## src/rtl/switch_nport.sv

```systemverilog
`default_nettype none
// ============================================================================
// Module      : switch_nport
// Description : N-port packet switch. Each input owns a small FIFO; each
//               output owns a holding register fed by a round-robin arbiter.
//               Multicast is expressed as a one-hot target mask; a FIFO head
//               is popped once every targeted output has taken its copy.
// Revision    : 1.0 - initial release
// ============================================================================
module switch_nport #(
  parameter int NUM_PORTS  = 4,
  parameter int DATA_W     = 8,
  parameter int FIFO_DEPTH = 4
) (
  input  logic                           clk,
  input  logic                           rst,
  input  logic [NUM_PORTS-1:0]           in_valid,
  output logic [NUM_PORTS-1:0]           in_ready,
  input  logic [NUM_PORTS*DATA_W-1:0]    in_data,
  input  logic [NUM_PORTS*NUM_PORTS-1:0] in_source,
  input  logic [NUM_PORTS*NUM_PORTS-1:0] in_target,
  output logic [NUM_PORTS-1:0]           in_drop,
  output logic [NUM_PORTS-1:0]           out_valid,
  input  logic [NUM_PORTS-1:0]           out_ready,
  output logic [NUM_PORTS*DATA_W-1:0]    out_data,
  output logic [NUM_PORTS*NUM_PORTS-1:0] out_source
);

  localparam int c_IDX_W = $clog2(NUM_PORTS);
  localparam int c_PTR_W = $clog2(FIFO_DEPTH);
  localparam int c_CNT_W = $clog2(FIFO_DEPTH + 1);

  // Per-input FIFO storage and bookkeeping
  logic [DATA_W-1:0]    r_mem_data [NUM_PORTS][FIFO_DEPTH];
  logic [NUM_PORTS-1:0] r_mem_src  [NUM_PORTS][FIFO_DEPTH];
  logic [NUM_PORTS-1:0] r_mem_tgt  [NUM_PORTS][FIFO_DEPTH];
  logic [c_PTR_W-1:0]   r_wptr     [NUM_PORTS];
  logic [c_PTR_W-1:0]   r_rptr     [NUM_PORTS];
  logic [c_CNT_W-1:0]   r_count    [NUM_PORTS];
  logic [NUM_PORTS-1:0] r_served   [NUM_PORTS];
  logic [NUM_PORTS-1:0] r_in_ready;
  logic [NUM_PORTS-1:0] r_in_drop;

  // Per-output holding registers and round-robin pointers
  logic [c_IDX_W-1:0]   r_rr       [NUM_PORTS];
  logic [NUM_PORTS-1:0] r_out_valid;
  logic [DATA_W-1:0]    r_out_data [NUM_PORTS];
  logic [NUM_PORTS-1:0] r_out_src  [NUM_PORTS];

  logic [NUM_PORTS-1:0] w_push;
  logic [NUM_PORTS-1:0] w_pop;
  logic [NUM_PORTS-1:0] w_drop;
  logic [NUM_PORTS-1:0] w_head_valid;
  logic [NUM_PORTS-1:0] w_out_free;
  logic [NUM_PORTS-1:0] w_grant_vld;
  logic [NUM_PORTS-1:0] w_remaining  [NUM_PORTS];
  logic [NUM_PORTS-1:0] w_gmask      [NUM_PORTS];
  logic [c_IDX_W-1:0]   w_grant_idx  [NUM_PORTS];
  logic [c_IDX_W-1:0]   w_rr_next    [NUM_PORTS];
  logic [c_CNT_W-1:0]   w_count_next [NUM_PORTS];

  // Head-of-line view and input handshake decode
  always_comb begin
    for (int i = 0; i < NUM_PORTS; i++) begin
      w_head_valid[i] = (r_count[i] != '0);
      w_remaining[i]  = w_head_valid[i] ? (r_mem_tgt[i][r_rptr[i]] & ~r_served[i]) : '0;
      w_push[i] = in_valid[i] & r_in_ready[i] & (|in_target[i*NUM_PORTS +: NUM_PORTS]);
      w_drop[i] = in_valid[i] & r_in_ready[i] & ~(|in_target[i*NUM_PORTS +: NUM_PORTS]);
    end
  end

  // Round-robin arbitration per output, only when its register can take a packet
  always_comb begin
    logic [c_IDX_W:0]   sum;
    logic [c_IDX_W-1:0] cand;
    sum  = '0;
    cand = '0;
    for (int j = 0; j < NUM_PORTS; j++) begin
      w_out_free[j]  = ~r_out_valid[j] | out_ready[j];
      w_grant_vld[j] = 1'b0;
      w_grant_idx[j] = '0;
      w_rr_next[j]   = r_rr[j];
      for (int k = 0; k < NUM_PORTS; k++) begin
        sum = {1'b0, r_rr[j]} + (c_IDX_W+1)'(k);
        if (sum >= (c_IDX_W+1)'(NUM_PORTS)) begin
          sum = sum - (c_IDX_W+1)'(NUM_PORTS);
        end
        cand = sum[c_IDX_W-1:0];
        if (w_out_free[j] && !w_grant_vld[j] && w_remaining[cand][j]) begin
          w_grant_vld[j] = 1'b1;
          w_grant_idx[j] = cand;
          w_rr_next[j]   = (cand == c_IDX_W'(NUM_PORTS-1)) ? '0 : cand + 1'b1;
        end
      end
    end
  end

  // Collect grants per input; pop once no targeted output is left waiting
  always_comb begin
    for (int i = 0; i < NUM_PORTS; i++) begin
      w_gmask[i] = '0;
      for (int j = 0; j < NUM_PORTS; j++) begin
        if (w_grant_vld[j] && (w_grant_idx[j] == c_IDX_W'(i))) begin
          w_gmask[i][j] = 1'b1;
        end
      end
      w_pop[i] = (|w_gmask[i]) && ((w_remaining[i] & ~w_gmask[i]) == '0);
      w_count_next[i] = r_count[i];
      if (w_push[i] && !w_pop[i]) begin
        w_count_next[i] = r_count[i] + 1'b1;
      end else if (!w_push[i] && w_pop[i]) begin
        w_count_next[i] = r_count[i] - 1'b1;
      end
    end
  end

  // FIFO pointers, occupancy, served masks and the registered input handshake
  always_ff @(posedge clk or posedge rst) begin
    if (rst) begin
      for (int i = 0; i < NUM_PORTS; i++) begin
        r_wptr[i]   <= '0;
        r_rptr[i]   <= '0;
        r_count[i]  <= '0;
        r_served[i] <= '0;
      end
      r_in_ready <= '0;
      r_in_drop  <= '0;
    end else begin
      for (int i = 0; i < NUM_PORTS; i++) begin
        if (w_push[i]) begin
          r_wptr[i] <= r_wptr[i] + 1'b1;
        end
        if (w_pop[i]) begin
          r_rptr[i]   <= r_rptr[i] + 1'b1;
          r_served[i] <= '0;
        end else begin
          r_served[i] <= r_served[i] | w_gmask[i];
        end
        r_count[i]    <= w_count_next[i];
        r_in_ready[i] <= (w_count_next[i] < c_CNT_W'(FIFO_DEPTH));
      end
      r_in_drop <= w_drop;
    end
  end

  // FIFO payload storage; contents are meaningless while the count says empty
  always_ff @(posedge clk) begin
    for (int i = 0; i < NUM_PORTS; i++) begin
      if (w_push[i]) begin
        r_mem_data[i][r_wptr[i]] <= in_data[i*DATA_W +: DATA_W];
        r_mem_src[i][r_wptr[i]]  <= in_source[i*NUM_PORTS +: NUM_PORTS];
        r_mem_tgt[i][r_wptr[i]]  <= in_target[i*NUM_PORTS +: NUM_PORTS];
      end
    end
  end

  // Output holding registers: reload on grant, otherwise clear when consumed
  always_ff @(posedge clk or posedge rst) begin
    if (rst) begin
      for (int j = 0; j < NUM_PORTS; j++) begin
        r_rr[j]       <= '0;
        r_out_data[j] <= '0;
        r_out_src[j]  <= '0;
      end
      r_out_valid <= '0;
    end else begin
      for (int j = 0; j < NUM_PORTS; j++) begin
        if (w_grant_vld[j]) begin
          r_out_valid[j] <= 1'b1;
          r_out_data[j]  <= r_mem_data[w_grant_idx[j]][r_rptr[w_grant_idx[j]]];
          r_out_src[j]   <= r_mem_src[w_grant_idx[j]][r_rptr[w_grant_idx[j]]];
          r_rr[j]        <= w_rr_next[j];
        end else if (out_ready[j]) begin
          r_out_valid[j] <= 1'b0;
        end
      end
    end
  end

  generate
    for (genvar j = 0; j < NUM_PORTS; j++) begin : g_pack
      assign out_data[j*DATA_W +: DATA_W]         = r_out_data[j];
      assign out_source[j*NUM_PORTS +: NUM_PORTS] = r_out_src[j];
    end
  endgenerate

  assign in_ready  = r_in_ready;
  assign in_drop   = r_in_drop;
  assign out_valid = r_out_valid;

endmodule
`default_nettype wire
```

## config.mk

```make
export PLATFORM = sky130hd
export DESIGN_NAME = switch_nport
export DESIGN_NICKNAME = d
export VERILOG_FILES = /design/src/rtl/switch_nport.sv
export SDC_FILE = /design/constraint.sdc
export NUM_CORES = 1
export LEC_CHECK = 0
export BUFFER_PORTS_ARGS = -buffer_cell sky130_fd_sc_hd__buf_2
export CORE_MARGIN = 2
export CORE_UTILIZATION = 62
export DETAILED_ROUTE_END_ITERATION = 6
export PLACE_DENSITY = 0.81
export SETUP_SLACK_MARGIN = 0.1
export SYNTH_ARGS = -nofsm -noshare
export SYNTH_HDL_FRONTEND = slang
export SYNTH_SLANG_ARGS = --single-unit
```

## constraint.sdc

```tcl
create_clock -name clk -period 5.6 [get_ports clk]
set_clock_uncertainty 0.1 [all_clocks]
set_input_delay 0.56 -clock clk [delete_from_list [all_inputs] [get_ports clk]]
set_output_delay 0.56 -clock clk [all_outputs]
set_load 0.02 [all_outputs]
```

==> results.md <==
* # IOs at 134
* Status: complete, but fails checks
* Number of synthesized flops with an enable pin at 256
* Required time worst endpoint at between 5 and 6 ns
* Syn avg cell area at 12.0 um^2
* Crit path max fanout at 11
* Tot GR Track Use at between 30% and 40%
* WL per Instance at 29.3 um
* Grt met3 use at between 10% and 20%
* Grt ovf at 0
* Max_cap viols at 0
* Vias in the first global route at 16800
* Arr. time, crit path at 5.53 ns
* Hold-fix buffers, CTS at 0
* Vias at 17300
* Post-synth ARST share at roughly 30%
* Yosys top cell by area: edfxtp_1
* DP Wirelength at 44900 um
* Worst Setup End Kind: register
* Post-route ant nets at 0
* Rel. slew slack at between 20 and 30%
* Mapped Cells at ~1800
* Fin. max-slew vios at 0
* Post-Route Setup TNS at 0 ns
* DRC at 3
* Post-synth top cells: edfxtp_1, nand2_1, nor2_1
* First-pass GRT wire length at 103000 um
* Die footprint at 36000 um^2
* GRT busiest layer: met2
* Most instantiated library cell after synthesis: edfxtp_1
* Failing checks: design-rule violations
* RSZ-0062 raised after global routing: no
* Fin crit share at 92.9%
* Ratio of cells with drive above 1 in the final layout at 22.2%
* Iter 0 DRT Violations at 2929
* CTS Sinks at roughly 370
* Max Clock Freq at 192 MHz
* Initial Util at 62.3%
* Post-synth top area share at approximately 36%
* Max Root-Sink Buffers at 3
* Crit path kind: register to register
* Largest net degree at the start of global routing at 74
* Worst Tran Pin Value at 1.06 ns
* Final Routed Wirelength at 69400 um
* Syn-to-layout area delta at 11.2%
* GR Layer Usage met2 at 58.1%
* Clock Latency Late Sink at 0.56 ns
* Root Buffer Master: clkbuf_16
* GR Layer Usage met1 at a little over half
* Sequential fraction of the synthesis area at 49.1%
* Synth unique cells at 79
* Crit path time final at 5.20 ns
* Postcts setup bufs at 0
* Top post-synthesis cells by area: edfxtp_1, dfrtp_1, mux4_2
* Yosys reg bits at 368
* I/O Buffers at 133
* Hold slack at 0.119 ns
* CTS Buf Count at 39
* CP startpoint kind: register
* Post-synth top flop: edfxtp_1
* H-Tree Depth at 2
* Worst min-delay path class: input port to register
* CTS clk-pin slew, worst paths at 0.06 ns
* Setup violators final at 0
* Chip height at 190 um
* Final hold vios at 0
* Initial antenna violation count at 2
* Syn Std Cell Area at 21400 um^2
* Row cnt at 68
* Synth warn at 0
* Placer Congestion at 0.950
* Placeable Area at roughly 34000 um^2
* Layout Nets at about 2000
* Vias per Instance at about 7.3
* # resized after CTS at 0
* Drt first pass iters at 7
* Synthesized net count at 1906
* CTS tree: done
* Chip Width at 190 um
==> cells by family (layout without fill, tap and decap cells) <==
| family | count (synthesis) | count (layout) | synth area share, % |
|---|---|---|---|
| compound gates | 433 | 433 | 14.1 |
| simple gates | 441 | 441 | 9.64 |
| other cells | 0 | 4 | 0 |
| fa+ha+maj | 52 | 52 | 3.04 |
| flops | 368 | 368 | 49.1 |
| mux | 278 | 278 | 19.4 |
| buf+inv | 189 | 318 | 3.96 |
| xor+xnor | 19 | 19 | 0.779 |
==> worst paths after layout <==
check | start | to | slack [ns] | cells after the start
min in group asynchronous | rst | r_wptr[5] | 0.15 | 2
max in group asynchronous | rst | out_source[3] | 3.92 | 3
min | in_source[6] | r_mem_src[1][6] | 0.12 | 1
max | r_count[3] | register | 0.40 | 17
max reg2reg | r_count[3] | register | 0.40 | 17
min reg2reg | r_served[13] | r_served[13] | 0.39 | 1
==> layer usage <==
layer  routed length [um]  share of wire [%]
met4                 4220                6.1
met1                24800                 36
met5                    0                  0
met2                30400                 44
met3                 9930                 14
==> per-stage QoR <==
stage               util, %  instances  setup slack [ns]  area, um^2
floorplan                 -       1780              1.48       21400
detailed placement     65.6       2292             0.732       22500
global placement       65.6       2292             0.895       22500
CTS                    69.3       2364             0.591       23800
global route           69.3       2366             0.293       23800
finish                 69.3       2368             0.400       23800
==> critical path, cell delays in order, from the launching register on <==
cell and delay (ns):
dfrtp_1 0.36, inv_1 0.08, ha_1 0.22, nand2b_1 0.36
and3b_1 0.37, nor4_1 0.10, or4_4 0.56, a21o_1 0.24
a221oi_4 0.75, and2_1 0.28, o31ai_1 0.09, a211o_1 0.45
inv_1 0.27, ha_1 0.24, nand2b_1 0.10, nor2_1 0.10
a21oi_1 0.07, o31ai_1 0.32
==> registers in the layout (all words and copies together), names as in the netlist, named ones only <==
| name | count |
|---|---|
| in_ready | 4 |
| r_rptr | 8 |
| out_data | 32 |
| out_valid | 4 |
| r_mem_data | 128 |
| r_wptr | 8 |
| r_rr | 8 |
| r_count | 8 |
| r_mem_tgt | 64 |
| r_served | 16 |
| in_drop | 4 |
| out_source | 16 |
| r_mem_src | 64 |
==> placed cells by master, fill, tap and decap left out, types with 9 or more instances in the layout <==
master	instances
nand2_1	142
edfxtp_1	256
and2_1	22
buf_4	55
a221oi_1	47
xor2_1	9
buf_2	133
mux2_2	36
nor2_1	139
o21ai_0	31
a21oi_1	100
and3b_1	10
a22oi_1	14
inv_1	52
a211oi_1	36
a2111oi_0	12
o22ai_1	68
nand2b_1	18
mux2_1	9
ha_1	52
mux2i_1	125
o211ai_1	12
and3_1	10
a31oi_1	24
clkbuf_16	39
mux4_2	102
nand3b_1	9
dfrtp_1	112
nand3_1	29
clkbuf_1	10
nor2b_1	12
nor3_1	23
o32ai_1	16
clkinv_2	9
xnor2_1	10
==> area by class of cell <==
class                           instances  area [um^2]
Antenna cell                            4         10.0
Clock buffer                           49         1010
Clock inverter                         23          260
Fill cell                            2342        10500
Inverter                               57          216
Multi-Input combinational cell       1223        10100
Sequential cell                       368        10500
Tap cell                              455          569
Timing Repair Buffer                  189         1100
Power is not shown: default switching activity piles up to over one toggle a cycle in this logic, so the estimate is an artifact.
